===== config.mk =====
export PLATFORM = sky130hd
export DESIGN_NAME = block_xfer_ctrl
export DESIGN_NICKNAME = d
export VERILOG_FILES = /design/src/rtl/block_xfer_ctrl.sv
export SDC_FILE = /design/constraint.sdc
export NUM_CORES = 1
export LEC_CHECK = 0
export ABC_AREA = 0
export CORE_MARGIN = 3
export CORE_UTILIZATION = 30
export CTS_CLUSTER_DIAMETER = 30
export DETAILED_ROUTE_END_ITERATION = 6
export PLACE_DENSITY_LB_ADDON = 0.2
export SLEW_MARGIN = 30
export SYNTH_ARGS = -nofsm -noshare
export SYNTH_HDL_FRONTEND = slang
export SYNTH_SLANG_ARGS = --single-unit

===== constraint.sdc =====
create_clock -name clk -period 3.34 [get_ports clk]
set_input_delay 0.668 -clock clk [delete_from_list [all_inputs] [get_ports clk]]
set_output_delay 0.668 -clock clk [all_outputs]
set_load 0.02 [all_outputs]

===== src/rtl/block_xfer_ctrl.sv =====
// Block-transfer controller: copies BLOCK_WORDS words between main memory and disk.
// Define XFER_CHECKSUM_EN to build the running XOR checksum of the written block on csum.
module block_xfer_ctrl #(
    parameter int unsigned DATA_W      = 16,
    parameter int unsigned P_ADDR_W    = 16,
    parameter int unsigned S_ADDR_W    = 15,
    parameter int unsigned BLOCK_WORDS = 8
) (
    input  logic                clk,
    input  logic                rst,
    input  logic                start,
    input  logic                dir,
    input  logic [P_ADDR_W-1:0] p_base,
    input  logic [S_ADDR_W-1:0] s_base,
    output logic                waitTR,
    output logic                done,
    output logic                err,
    output logic [P_ADDR_W-1:0] addr_p,
    output logic [DATA_W-1:0]   data_p,
    output logic                tr_p,
    input  logic [DATA_W-1:0]   q_p,
    output logic [S_ADDR_W-1:0] addr_s,
    output logic [DATA_W-1:0]   data_s,
    output logic                tr_s,
    input  logic [DATA_W-1:0]   q_s,
    output logic [DATA_W-1:0]   csum
);
    localparam int unsigned IDX_W = (BLOCK_WORDS > 1) ? $clog2(BLOCK_WORDS) : 1;

    typedef enum logic [1:0] {StIdle, StRead, StWrite, StDone} state_e;

    state_e              state_q, state_d;
    logic                dir_q, dir_d;
    logic [P_ADDR_W-1:0] p_base_q, p_base_d;
    logic [S_ADDR_W-1:0] s_base_q, s_base_d;
    logic [IDX_W-1:0]    idx_q, idx_d;
    logic [P_ADDR_W-1:0] addr_p_q;
    logic [S_ADDR_W-1:0] addr_s_q;
    logic                err_q, err_d;
    logic [P_ADDR_W-1:0] p_cur;
    logic [S_ADDR_W-1:0] s_cur;

    assign p_cur = p_base_q + P_ADDR_W'(idx_q);
    assign s_cur = s_base_q + S_ADDR_W'(idx_q);
    assign err   = err_q;

    always_comb begin
        state_d  = state_q;
        dir_d    = dir_q;
        p_base_d = p_base_q;
        s_base_d = s_base_q;
        idx_d    = idx_q;
        err_d    = start && (state_q != StIdle);
        waitTR   = (state_q != StIdle);
        done     = 1'b0;
        tr_p     = 1'b0;
        tr_s     = 1'b0;
        data_p   = '0;
        data_s   = '0;
        // Addresses hold their last driven value unless a phase drives them.
        addr_p   = addr_p_q;
        addr_s   = addr_s_q;
        unique case (state_q)
            StIdle: begin
                if (start) begin
                    dir_d    = dir;
                    p_base_d = p_base;
                    s_base_d = s_base;
                    idx_d    = '0;
                    state_d  = StRead;
                end
            end
            StRead: begin
                if (dir_q) addr_s = s_cur;
                else       addr_p = p_cur;
                state_d = StWrite;
            end
            StWrite: begin
                if (dir_q) begin
                    addr_p = p_cur;
                    data_p = q_s;
                    tr_p   = 1'b1;
                end else begin
                    addr_s = s_cur;
                    data_s = q_p;
                    tr_s   = 1'b1;
                end
                if (idx_q == IDX_W'(BLOCK_WORDS - 1)) begin
                    state_d = StDone;
                end else begin
                    idx_d   = idx_q + IDX_W'(1);
                    state_d = StRead;
                end
            end
            StDone: begin
                done    = 1'b1;
                state_d = StIdle;
            end
            default: state_d = StIdle;
        endcase
    end

    always_ff @(posedge clk) begin
        if (rst) begin
            state_q  <= StIdle;
            dir_q    <= 1'b0;
            p_base_q <= '0;
            s_base_q <= '0;
            idx_q    <= '0;
            addr_p_q <= '0;
            addr_s_q <= '0;
            err_q    <= 1'b0;
        end else begin
            state_q  <= state_d;
            dir_q    <= dir_d;
            p_base_q <= p_base_d;
            s_base_q <= s_base_d;
            idx_q    <= idx_d;
            addr_p_q <= addr_p;
            addr_s_q <= addr_s;
            err_q    <= err_d;
        end
    end

`ifdef XFER_CHECKSUM_EN
    logic [DATA_W-1:0] csum_q, csum_d;

    always_comb begin
        csum_d = csum_q;
        if (state_q == StIdle && start) begin
            csum_d = '0;
        end else if (state_q == StWrite) begin
            csum_d = csum_q ^ (dir_q ? q_s : q_p);
        end
    end

    always_ff @(posedge clk) begin
        if (rst) csum_q <= '0;
        else     csum_q <= csum_d;
    end

    assign csum = csum_q;
`else
    assign csum = '0;
`endif

endmodule


==> results of run 1 <==
-- metrics by stage --
step / hold slack [ns] / util / area (um2) / setup WS (ns) / cells
6_report: 0.445 / 0.464 / 5440 / 0.137 / 762
4_1_cts: 0.449 / 0.462 / 5410 / 0.00761 / 762
5_1_grt: 0.470 / 0.464 / 5440 / 0.00581 / 762
2_1_floorplan: 0.425 / - / 3760 / 0.545 / 495
3_5_place_dp: 0.442 / 0.440 / 5160 / 0.0863 / 746
3_3_place_gp: 0.434 / 0.440 / 5160 / 0.120 / 746
-- metal layers --
| layer | global-route usage | vias to the layer above | share of wire |
|---|---|---|---|
| met1 | 0.203 | 1686 | 0.44 |
| met4 | 0.0505 | 0 | 0.0050 |
| met3 | 0.0473 | 6 | 0.083 |
| met2 | 0.260 | 143 | 0.47 |
| li1 | - | 1844 | - |
| met5 | 0 | - | 0 |
-- cells in the final DEF (no fill, tap or decap), types with 13 or more instances in the layout --
master           Yosys  final
a21oi_1             40     39
and2_1              32     32
and3_1              21     21
buf_4               17     13
clkdlybuf4s50_1      0    113
conb_1               1     16
dfxtp_1             69     69
inv_1               14     14
nand2_1            118    118
nor2_1              14     13
o21ai_0             26     26
o21ai_1             17     17
xor2_1              13     13
-- power by group --
part | internal, mW | switching, mW | total, mW | leakage, nW
registers | 0.874 | 0.0540 | 0.928 | 0.561
logic | 0.239 | 0.329 | 0.568 | 1.62
clock network | 0.501 | 0.328 | 0.828 | 0.125
total | 1.61 | 0.711 | 2.32 | 2.30
-- worst min-delay path: cells and delay by family, from the launching register on --
kind	cells	cell delay (ns)
AO/OA/AOI/OAI	1	0.05
AND/OR/NAND/NOR	1	0.05
flip-flops	1	0.31
-- what timing repair did --
action | 4_1_cts | 5_1_grt
cloned | 0 | 0
resized for setup | 12 | 27
endpoints found under the setup margin | 12 | 20
-- final timing paths --
check	from	end	slack, ns	depth (start not counted)
setup reg to reg	idx_q[0]	addr_s_q[8]	1.29	8
setup / recovery	idx_q[2]	addr_p[11]	0.14	7
hold reg to reg	addr_p_q[14]	addr_p_q[14]	0.44	2
hold / removal	addr_p_q[14]	addr_p_q[14]	0.44	2
-- state kept, by name, summed over array words and instances (netlist names) --
name      flops
state_q       2
idx_q         3
p_base_q     16
s_base_q     15
addr_p_q     16
err           1
addr_s_q     15
dir_q         1
-- layout make-up --
class	count	area, um2	area share
clock inverters	2	10.0	0.00184
multi-input cells	373	2130	0.392
repair buffers	147	1440	0.264
flip-flops and latches	69	1380	0.254
well taps	143	179	0.0329
inverters	14	52.6	0.00966
clock buffers	14	244	0.0449
-- cells by family (layout without fill, tap and decap cells) --
kind of cell / Yosys count / count (layout) / share of synthesized area
muxes: 4 / 4 / 0.0132
xor gates and xnor gates: 24 / 24 / 0.0568
AOI/OAI and AO/OA: 104 / 104 / 0.162
adders and majority gates: 14 / 14 / 0.0514
buffers and inverters: 53 / 177 / 0.0727
DFF: 69 / 69 / 0.373
and+or+nand+nor: 211 / 211 / 0.269
other: 1 / 16 / 0.00101
==> results.yml, run 1 <==
clocking:
  cts_tree: "done"
  post_cts_buffers: 0
  path_clk_slew_ns: 0.05
  clock_sinks: 69
  clockBufferDepth: 2
  ctsHtreeMaxLevel: 3
  insertion_delay_ns: 0.33
  cts_made_buffers: 9
  cts-root-buf: "clkbuf_16"
  cts_hold_buffers: 0
logic_synthesis:
  synthFlopType: "dfxtp_1"
  synth_edf_count: 0
  synth.most_common_cell: "nand2_1"
  yosys-top-cells-area: "dfxtp_1 37%, nand2_1 12%, a21oi_1 5.4%"
  yosysTopAreaCellShare: 0.373
  syn-cell-area_mm2: 0.00370
  async_flop_share: 0
  yosysTopAreaCell: "dfxtp_1"
  syn_inst: 480
  yosys_warnings: 0
  yosysUniqueCellTypes: 46
  ys_ff_latch: 69
  yosys-top-cells-count: "118 x nand2_1, 69 x dfxtp_1, 40 x a21oi_1, 32 x and2_1, 26 x o21ai_0"
  ys_seq_area_frac: 0.373
  postSynthAreaPerCell_um2: 7.71
sta:
  clock_skew_ns: 0.00464
  timing.fmax_mhz: 312
  hold_violations: 0
  setup_viol: 0
  slew_headroom: 0.497
  slew_viol_final: 0
  min_period_ns: 3.20
  setup_tns_ns: 0
  worst_pin_slew_ns: 0.755
  rsz0062_at_grt: "false"
  finalCritPeriodShare: 0.959
floorplanning:
  io_pins: 151
  coreArea_mm2: 0.0117
  dieArea_mm2: 0.0137
  core.rowCount: 39
  fp.dieW_um: 117
  die-height_um: 117
  initial_utilization: 0.316
setup_path:
  cp_max_fo: 6
  end_kind: "primary output"
  crit_buf_inv: 1
  cp_data_arrival_time_ns: 2.54
  cp_cell_sequence: "ha_1, and3_1, o211ai_4, nor2_1, xnor2_1, o21ai_1, clkdlybuf4s50_1"
  critPathKind: "register to primary output"
  start_kind: "register"
  crit_required_ns: 2.67
  slowest_delay_ns: 0.62
  crit_family: "buffers and inverters"
  cp_slowest_cell: "clkdlybuf4s50_1"
global_routing:
  grt_pass1_vias: 3496
  overflow: 0
  grt_antenna_before_repair: 0
  grt_first_pass_wirelength_mm: 17.0
  gr-usage-all-layers: 0.159
  grt_max_degree: 33
drt:
  wl_per_cell_um: 14.3
  num_vias: 3679
  firstDrtPassIters: 4
  ant_nets: 0
  viasPerCell: 4.83
  drc: 0
  wl_mm: 10.9
  initialDrtViolationCount: 143
power:
  irDropWorstVdd_v: 0.000294
  finalPower_mw: 2.32
  leakage_nw: 2.30
  power_density_mw_per_mm2: 427
outcome:
  outcome: "finished clean"
placed_design:
  gp_congestion: 0.826
  numPortBuffers: 134
  hpwlAfterDp_mm: 8.58
run:
  cap_violations: 0
cells_and_area:
  fillers: 1194
  drive_gt1_frac: 0.0679
  fin_nets: 695
  diodes: 0
  area_delta_synth_final_pct: 47.0
min_path:
  hold_path.class: "register to register"
Power figures use the tool's default switching activity.
==> run 2: changes to the inputs <==
--- a/config.mk
+++ b/config.mk
@@ -6,6 +6,7 @@
 export NUM_CORES = 1
 export LEC_CHECK = 0
 export ABC_AREA = 0
+export ABC_CLOCK_PERIOD_IN_PS = 3340
 export CORE_MARGIN = 3
 export CORE_UTILIZATION = 30
 export CTS_CLUSTER_DIAMETER = 30
==> results of run 2 <==
Same layout as run 1: the final DEF is identical, and so are final timing and power.
==> run 3: changes to the inputs <==
--- a/config.mk
+++ b/config.mk
@@ -7,6 +7,7 @@
 export LEC_CHECK = 0
 export ABC_AREA = 0
 export ABC_CLOCK_PERIOD_IN_PS = 3340
+export CAP_MARGIN = 10
 export CORE_MARGIN = 3
 export CORE_UTILIZATION = 30
 export CTS_CLUSTER_DIAMETER = 30
==> results of run 3 <==
Same layout as run 1: the final DEF is identical, and so are final timing and power.
